File: config.mk
export PLATFORM = sky130hd
export DESIGN_NAME = alu_multicycle_exec
export DESIGN_NICKNAME = d
export VERILOG_FILES = /design/src/rtl/alu_multicycle_exec.sv
export SDC_FILE = /design/constraint.sdc
export NUM_CORES = 1
export LEC_CHECK = 0
export CAP_MARGIN = 20
export CORE_MARGIN = 8
export CORE_UTILIZATION = 47
export CTS_BUF_LIST = sky130_fd_sc_hd__clkbuf_8 sky130_fd_sc_hd__clkbuf_16
export DETAILED_ROUTE_END_ITERATION = 16
export GPL_TIMING_DRIVEN = 0
export PLACE_DENSITY = 0.85
export RECOVER_POWER = 25
export SYNTH_ARGS = -nofsm -noshare
export SYNTH_HDL_FRONTEND = slang
export SYNTH_SLANG_ARGS = --single-unit
File: constraint.sdc
create_clock -name clk -period 4.9 [get_ports clk]
set_input_delay 0.735 -clock clk [delete_from_list [all_inputs] [get_ports clk]]
set_output_delay 0.735 -clock clk [all_outputs]
set_load 0.005 [all_outputs]
File: src/rtl/alu_multicycle_exec.sv
// Multi-cycle ALU execute stage: single-cycle ADD/SUB/OR/LUI, iterative one-bit-per-cycle SRL/SLL.
// Optional macro ALU_BARREL_SHIFT_EN replaces the iterative shifter with a single-cycle barrel shift.
module alu_multicycle_exec #(
    parameter int DATA_WIDTH  = 32,
    parameter int SHAMT_WIDTH = $clog2(DATA_WIDTH)
) (
    input  logic                  clk,
    input  logic                  reset,
    input  logic                  start_i,
    input  logic [3:0]            ALU_Operation_i,
    input  logic [DATA_WIDTH-1:0] A_i,
    input  logic [DATA_WIDTH-1:0] B_i,
    output logic                  busy_o,
    output logic                  done_o,
    output logic [DATA_WIDTH-1:0] ALU_Result_o,
    output logic                  Zero_o
);

    localparam logic [3:0] OP_ADD = 4'b0000;
    localparam logic [3:0] OP_SUB = 4'b0001;
    localparam logic [3:0] OP_OR  = 4'b0011;
    localparam logic [3:0] OP_LUI = 4'b0101;
    localparam logic [3:0] OP_SRL = 4'b0110;
    localparam logic [3:0] OP_SLL = 4'b0111;

    typedef enum logic [1:0] {
        IDLE,
        SHIFT,
        DONE
    } state_t;

    state_t                  state, state_next;
    logic [DATA_WIDTH-1:0]   result, result_next;
    logic [SHAMT_WIDTH-1:0]  shamt;

    assign shamt = B_i[SHAMT_WIDTH-1:0];

`ifndef ALU_BARREL_SHIFT_EN
    // Only the shift direction of the latched opcode matters once the shift is running.
    logic [SHAMT_WIDTH-1:0]  count, count_next;
    logic                    shift_left, shift_left_next;
`endif

    always_ff @(posedge clk or posedge reset) begin
        if (reset) begin
            state <= IDLE;
        end else begin
            // NOTE: state registers use non-blocking assignments so every flop samples pre-edge values.
            state <= state_next;
        end
    end

    always_ff @(posedge clk or posedge reset) begin
        if (reset) begin
            result     <= '0;
`ifndef ALU_BARREL_SHIFT_EN
            count      <= '0;
            shift_left <= 1'b0;
`endif
        end else begin
            result     <= result_next;
`ifndef ALU_BARREL_SHIFT_EN
            count      <= count_next;
            shift_left <= shift_left_next;
`endif
        end
    end

    always_comb begin
        // NOTE: every combinational output gets a hold default first, so no path can infer a latch.
        state_next      = state;
        result_next     = result;
`ifndef ALU_BARREL_SHIFT_EN
        count_next      = count;
        shift_left_next = shift_left;
`endif
        case (state)
            IDLE: begin
                if (start_i) begin
                    state_next = DONE;
                    case (ALU_Operation_i)
                        OP_ADD: result_next = A_i + B_i;
                        OP_SUB: result_next = A_i - B_i;
                        OP_OR:  result_next = A_i | B_i;
                        OP_LUI: result_next = B_i;
`ifdef ALU_BARREL_SHIFT_EN
                        OP_SRL: result_next = A_i >> shamt;
                        OP_SLL: result_next = A_i << shamt;
`else
                        OP_SRL, OP_SLL: begin
                            result_next     = A_i;
                            count_next      = shamt;
                            shift_left_next = (ALU_Operation_i == OP_SLL);
                            if (shamt != '0) begin
                                state_next = SHIFT;
                            end
                        end
`endif
                        default: result_next = '0;
                    endcase
                end
            end
`ifndef ALU_BARREL_SHIFT_EN
            SHIFT: begin
                result_next = shift_left ? (result << 1) : (result >> 1);
                count_next  = count - SHAMT_WIDTH'(1);
                if (count == SHAMT_WIDTH'(1)) begin
                    state_next = DONE;
                end
            end
`endif
            DONE:    state_next = IDLE;
            default: state_next = IDLE;
        endcase
    end

    assign busy_o       = (state != IDLE);
    assign done_o       = (state == DONE);
    assign ALU_Result_o = result;
    assign Zero_o       = (result == '0);

endmodule

* After elaboration in Yosys (flattened, before gate mapping) *
Index checks and enable logic that the tools add are counted.

cells by class
  add/sub/neg operators = 3
  multiply operators = 0
  div/mod/pow operators = 0
  order comparisons = 0
  eq/ne operators = 11
  shift operators = 0
  muxes and demuxes = 12
  bitwise logic cells = 1
  reductions and logical operators = 11

operators by type and width
  cell                                                                   count
  32-bit one-hot mux with 5 select lines                                 1
  32-bit 2-to-1 mux                                                      2
  32-bit one-hot mux with 2 select lines                                 1
  32-bit adder                                                           1
  32-bit logical NOT                                                     1
  32-bit bitwise OR                                                      1
  32-bit subtractor                                                      1
  4-bit by 3-bit equality test with 1-bit output, second input constant  3
  5-bit 2-to-1 mux                                                       2
  5-bit one-hot mux with 2 select lines                                  1
  2-bit 2-to-1 mux                                                       4
  3-bit AND reduction                                                    2
  5-bit by 1-bit equality test with 1-bit output, second input constant  1
  5-bit nonzero test                                                     1
  5-bit by 1-bit subtractor with 5-bit output, second input constant     1
  4-bit by 1-bit equality test with 1-bit output, second input constant  1
  4-bit by 2-bit equality test with 1-bit output, second input constant  1
  4-bit logical NOT                                                      1
  2-bit inequality test, second input constant                           2
  2-bit one-hot mux with 2 select lines                                  1
  2-bit AND reduction                                                    2
  2-bit nonzero test                                                     2
  2-bit by 1-bit equality test with 1-bit output, second input constant  1
  2-bit equality test, second input constant                             1
  3 further kinds                                                        3

word-level totals
  bits in registers = 40
  latch bits = 0
  memory bits (writable) = 0
  bits in read-only memories = 0
  input port bits = 71
  logic and storage cells = 42
  memories kept = 0

* Logic depth before layout (Yosys ltp) *
  depth after elaboration = 5
  gate-level depth with buffers = 17
  gate-level depth less buffers = 16

* Worst setup path after synthesis *
Ideal clock, no wire load.

  path kind = input-to-reg
  start = input port B_i[10]
  end = register result[31], in the netlist ALU_Result_o[31]
  library setup time = 0.118 ns
  arrival time = 4.070 ns
  data required time = 4.782 ns
  slack = 0.712 ns
  stages on the path = 17
  cell sequence = or3_1 -> nor4_1 -> nand4_1 -> or3_1 -> nor2_1 -> a21oi_1 -> xnor2_1 -> ha_1 -> clkbuf_1 -> nand2_1 -> o21ai_0 -> nor2_1 -> o211ai_1 -> nand2_1 -> o41ai_1 -> mux2i_1 -> a21o_1

between the ends
  cells in the longest elaborated chain, start to end = 4
  elaborated cells on any way between the ends = 5

ends and longest elaborated chain
  item                                               line    RTL
  from (decl)                                        12      input logic [DATA_WIDTH-1:0] B_i,
  32-bit subtractor or 32-bit adder (tied branches)  83, 82
  32-bit one-hot mux with 5 select lines (*)         81      case (ALU_Operation_i)
  32-bit 2-to-1 mux (*)                              79      if (start_i) begin
  32-bit one-hot mux with 2 select lines (*)         77      case (state)
  to (signal assigned)                               61      result <= result_next;
  to (decl)                                          33      logic [DATA_WIDTH-1:0] result, result_next;

Mark *: on every way between the ends. The rest lies on a longest branch, timed or not. The select of a mux whose other input is x is not followed.
A chain may end at the register's enable or synchronous reset.

* Worst setup path after layout *
  start = input port B_i[10]
  end = register result[27], in the netlist ALU_Result_o[27]

The elaborated chain is that of the path after synthesis.

==> run summary <==
0 antenna diodes ended up in the layout. In the layout the commonest cells are sky130_fd_sc_hd__clkdlybuf4s50_1, sky130_fd_sc_hd__nand2_1, sky130_fd_sc_hd__a21oi_1. The core region is 0.01094 sq mm. Setup violations remaining at the end of the flow were counted as 0. The run gives -0.06715 as the worst slew margin relative to its limit. The post-synthesis area per instance was 7.577 sq um; the setup slack after layout was 0.1449 ns. The setup path with the least slack is of type in2reg.

Counting I/O delays and the setup requirement, the final critical path takes 4.755 ns. The analysis attributes to cell leakage a power of 0.002720 uW. The proportion of layout cells with a drive suffix above 1 works out to 0.05802. The final reports fail on capacitance limit, slew limit. The die covers 0.01492 sq mm. The floorplan has 38 rows. The dominant synthesized flop cell was sky130_fd_sc_hd__dfrtp_1.

The average routed wire per standard cell was 21.46 um; the total number of clock tree sinks was 40. For the total of warnings raised by yosys, the log shows 0. Between clock sinks in the finished design, the worst skew comes to 0.004937 ns. Entering global routing, the biggest net connects 41 pins. Required time of the worst setup path: 5.07 ns. Routability-driven placement finished with a final weighted congestion of 0.9748.

For this run, the detailed router's first-pass iteration total came to 7. The detailed router placed 6,283 vias in this run. The nature of the critical path startpoint was an input pin. Counting flops with a built-in enable in the synthesized netlist gives 0. The first global-routing pass estimated 31.72 mm of wire.

Tracing the worst setup path back leads to its startpoint at B_i[10]. The data arrival time of the worst path is 4.93 ns, and the signed area change from the synthesized netlist to the final layout is 28.16%. The final clock period utilization by the worst path was 0.9704; the number of pins exceeding their max-slew limit in the final report was 41. The number of design rule violations left after detail routing was 0; the total global-route track usage was 0.2646. Buffers placed on the I/O ports in this run total 103. For the count of hold buffers inserted by post-cts repair, the log shows 0. The layout net count is 917, and the register clock-pin slew on the reported worst setup and hold paths is 0.06 ns. The tools report the final global-route overflow total as 0. Highest-utilization routing layer at the global route stage: met2.

The run gives 942 as the count of placed standard cells including taps. At the later pin of the worst-skew pair, clock insertion delay measures 0.28 ns. The per-cell via count in the routed design came out at 6.614. For the pin with the worst max-slew slack, the measured transition is 1.599 ns. The worst hold-check path type is reg2reg. For the global routing usage on met2, the log shows 0.4154. The mapped netlist covers 0.005296 sq mm. After detailed routing, the total wire length is 20.39 mm. Before CTS, the worst setup slack after placement is -0.9179 ns. The count of nets left with antenna violations once routing finished came out at 0. Number of buffers created by CTS: 5.

Of all nets on the critical path, the largest fanout is 7. The flow ran to the end, but the final reports show violations. The vertical extent of the die was 122.2 um; the final standard cell count with taps included and fillers excluded was 950.

The number of synthesized register bits was 40; the power per cell area was 274.4 mW/mm^2. The routing usage on met1 is 0.3628. Yosys mapped the design onto 68 distinct sky130hd cell types.

The tools report the proportion of synthesized chip area in sequential cells as 0.1890. The initial core utilization was 0.4843; the cell count after synthesis was 699. The launching point of the worst reg2reg path is state[0]. The number of maximum-capacitance violations was 1. The met3 demand-to-capacity share in global routing came out at 0.04257.

The type of element capturing the critical path is a register. In this run, the number of DRC markers left after iteration 0 of detailed routing was 1,049. When the netlist entered floorplanning its net count stood at 807. TritonCTS built the clock tree.

The proportion of synthesized flip-flops having asynchronous set or reset was 1.000; the power after layout was 1863 uW. The H-tree generated during clock tree synthesis spans 2 levels. The run gives 0 as the final-report hold violation count.

The logs give 2 for the maximum root-to-sink buffer count and 15.83 mm for the HPWL after detailed placement. For the I/O pin total, the log shows 106. The commonest non-fill, non-tap cell in the layout was sky130_fd_sc_hd__clkdlybuf4s50_1.

The tools report the clock root buffer as sky130_fd_sc_hd__clkbuf_16. Number of global-route vias before repair: 5,869. Summed over all failing endpoints, the final setup total negative slack is 0 ns. VDD sags by at most 0.0002176 V. For this run, the top clock speed supported by timing is 210.3 MHz. The floorplan step set the die width to 122.2 um. The run gives 0 as the number of antenna violations at the first check in global routing.

In this run the most critical hold path is launched from count[4].
-- cells in the mapped netlist (16+ instances only) --
library cell | instances | area share
sky130_fd_sc_hd__xnor2_1 | 23 | 0.038
sky130_fd_sc_hd__nor2_1 | 49 | 0.035
sky130_fd_sc_hd__a21oi_1 | 61 | 0.058
sky130_fd_sc_hd__ha_1 | 36 | 0.085
sky130_fd_sc_hd__xor2_1 | 31 | 0.051
sky130_fd_sc_hd__mux2i_1 | 31 | 0.059
sky130_fd_sc_hd__o21ai_0 | 43 | 0.041
sky130_fd_sc_hd__clkbuf_1 | 43 | 0.030
sky130_fd_sc_hd__inv_1 | 20 | 0.014
sky130_fd_sc_hd__nand3_1 | 16 | 0.015
sky130_fd_sc_hd__nand2_1 | 71 | 0.050
sky130_fd_sc_hd__dfrtp_1 | 40 | 0.19
-- final cells by class --
class / count / area (sq um)
timing repair buffer: 105 / 1046
buffer: 45 / 180.2
sequential: 40 / 1001
clock buffer: 6 / 138.9
fill: 962 / 4148
tap: 140 / 175.2
clock inverter: 2 / 7.507
inverter: 20 / 75.07
multi-input combinational: 592 / 4164
-- metal layers --
metal  wire length, um  share of wire
met1              8284           0.41
met2              9286           0.46
met3              2300           0.11
met4               517          0.025
met5                 0              0
-- cell families after synthesis --
family	synth area share
flops	0.1890
buf+inv	0.04890
fa+ha+maj	0.08883
mux	0.06709
compound gates	0.3173
simple gates	0.1996
xor+xnor	0.08930
-- report_power, final --
| part | internal [uW] | switching, uW | total, uW |
|---|---|---|---|
| Combinational | 470 | 534 | 1000 |
| Sequential | 409 | 117 | 525 |
| Clock | 199 | 134 | 334 |
| Total | 1080 | 785 | 1860 |
-- registers in the layout, summed over array words and instances (netlist names) --
register / count
shift_left: 1
state: 2
count: 5
ALU_Result_o: 32
-- worst max-delay path, cell delays in order --
cell and delay (ns):
sky130_fd_sc_hd__clkdlybuf4s50_1 0.48, sky130_fd_sc_hd__or3_4 0.45, sky130_fd_sc_hd__nor4_4 0.27, sky130_fd_sc_hd__nand4_1 0.19
sky130_fd_sc_hd__or3_4 0.44, sky130_fd_sc_hd__nor2_4 0.18, sky130_fd_sc_hd__a21oi_1 0.11, sky130_fd_sc_hd__xnor2_1 0.26
sky130_fd_sc_hd__ha_4 0.28, sky130_fd_sc_hd__a21oi_2 0.17, sky130_fd_sc_hd__o21ai_0 0.14, sky130_fd_sc_hd__nor2_1 0.15
sky130_fd_sc_hd__o211ai_1 0.20, sky130_fd_sc_hd__a31oi_1 0.29, sky130_fd_sc_hd__xor2_1 0.24, sky130_fd_sc_hd__o221ai_1 0.19
sky130_fd_sc_hd__o21a_1 0.14
-- path summary, 6_finish.rpt --
path / slack [ns] / end / depth (start not counted)
max reg2reg: 2.07 / ALU_Result_o[25] / 9
min in group asynchronous: 1.39 / ALU_Result_o[0] / 2
max: 0.14 / ALU_Result_o[27] / 17
min reg2reg: 0.57 / count[4] / 2
min: 0.57 / count[4] / 2
max in group asynchronous: 2.57 / ALU_Result_o[29] / 2
-- repair_timing --
action	CTS	global route
resized for setup	10	17
endpoints found under the setup margin	11	18
pin swaps	0	9
setup buffers	0	2
-- per-stage QoR --
step                  util  cell area (sq um)  hold WS [ns]
floorplan                -               5296        0.5146
finish              0.6207               6788        0.5694
global placement    0.5946               6502        0.5179
global route        0.6207               6788        0.6031
detailed placement  0.5946               6502        0.5572
CTS                 0.6129               6703        0.5699
Power figures use the tool's default switching activity.
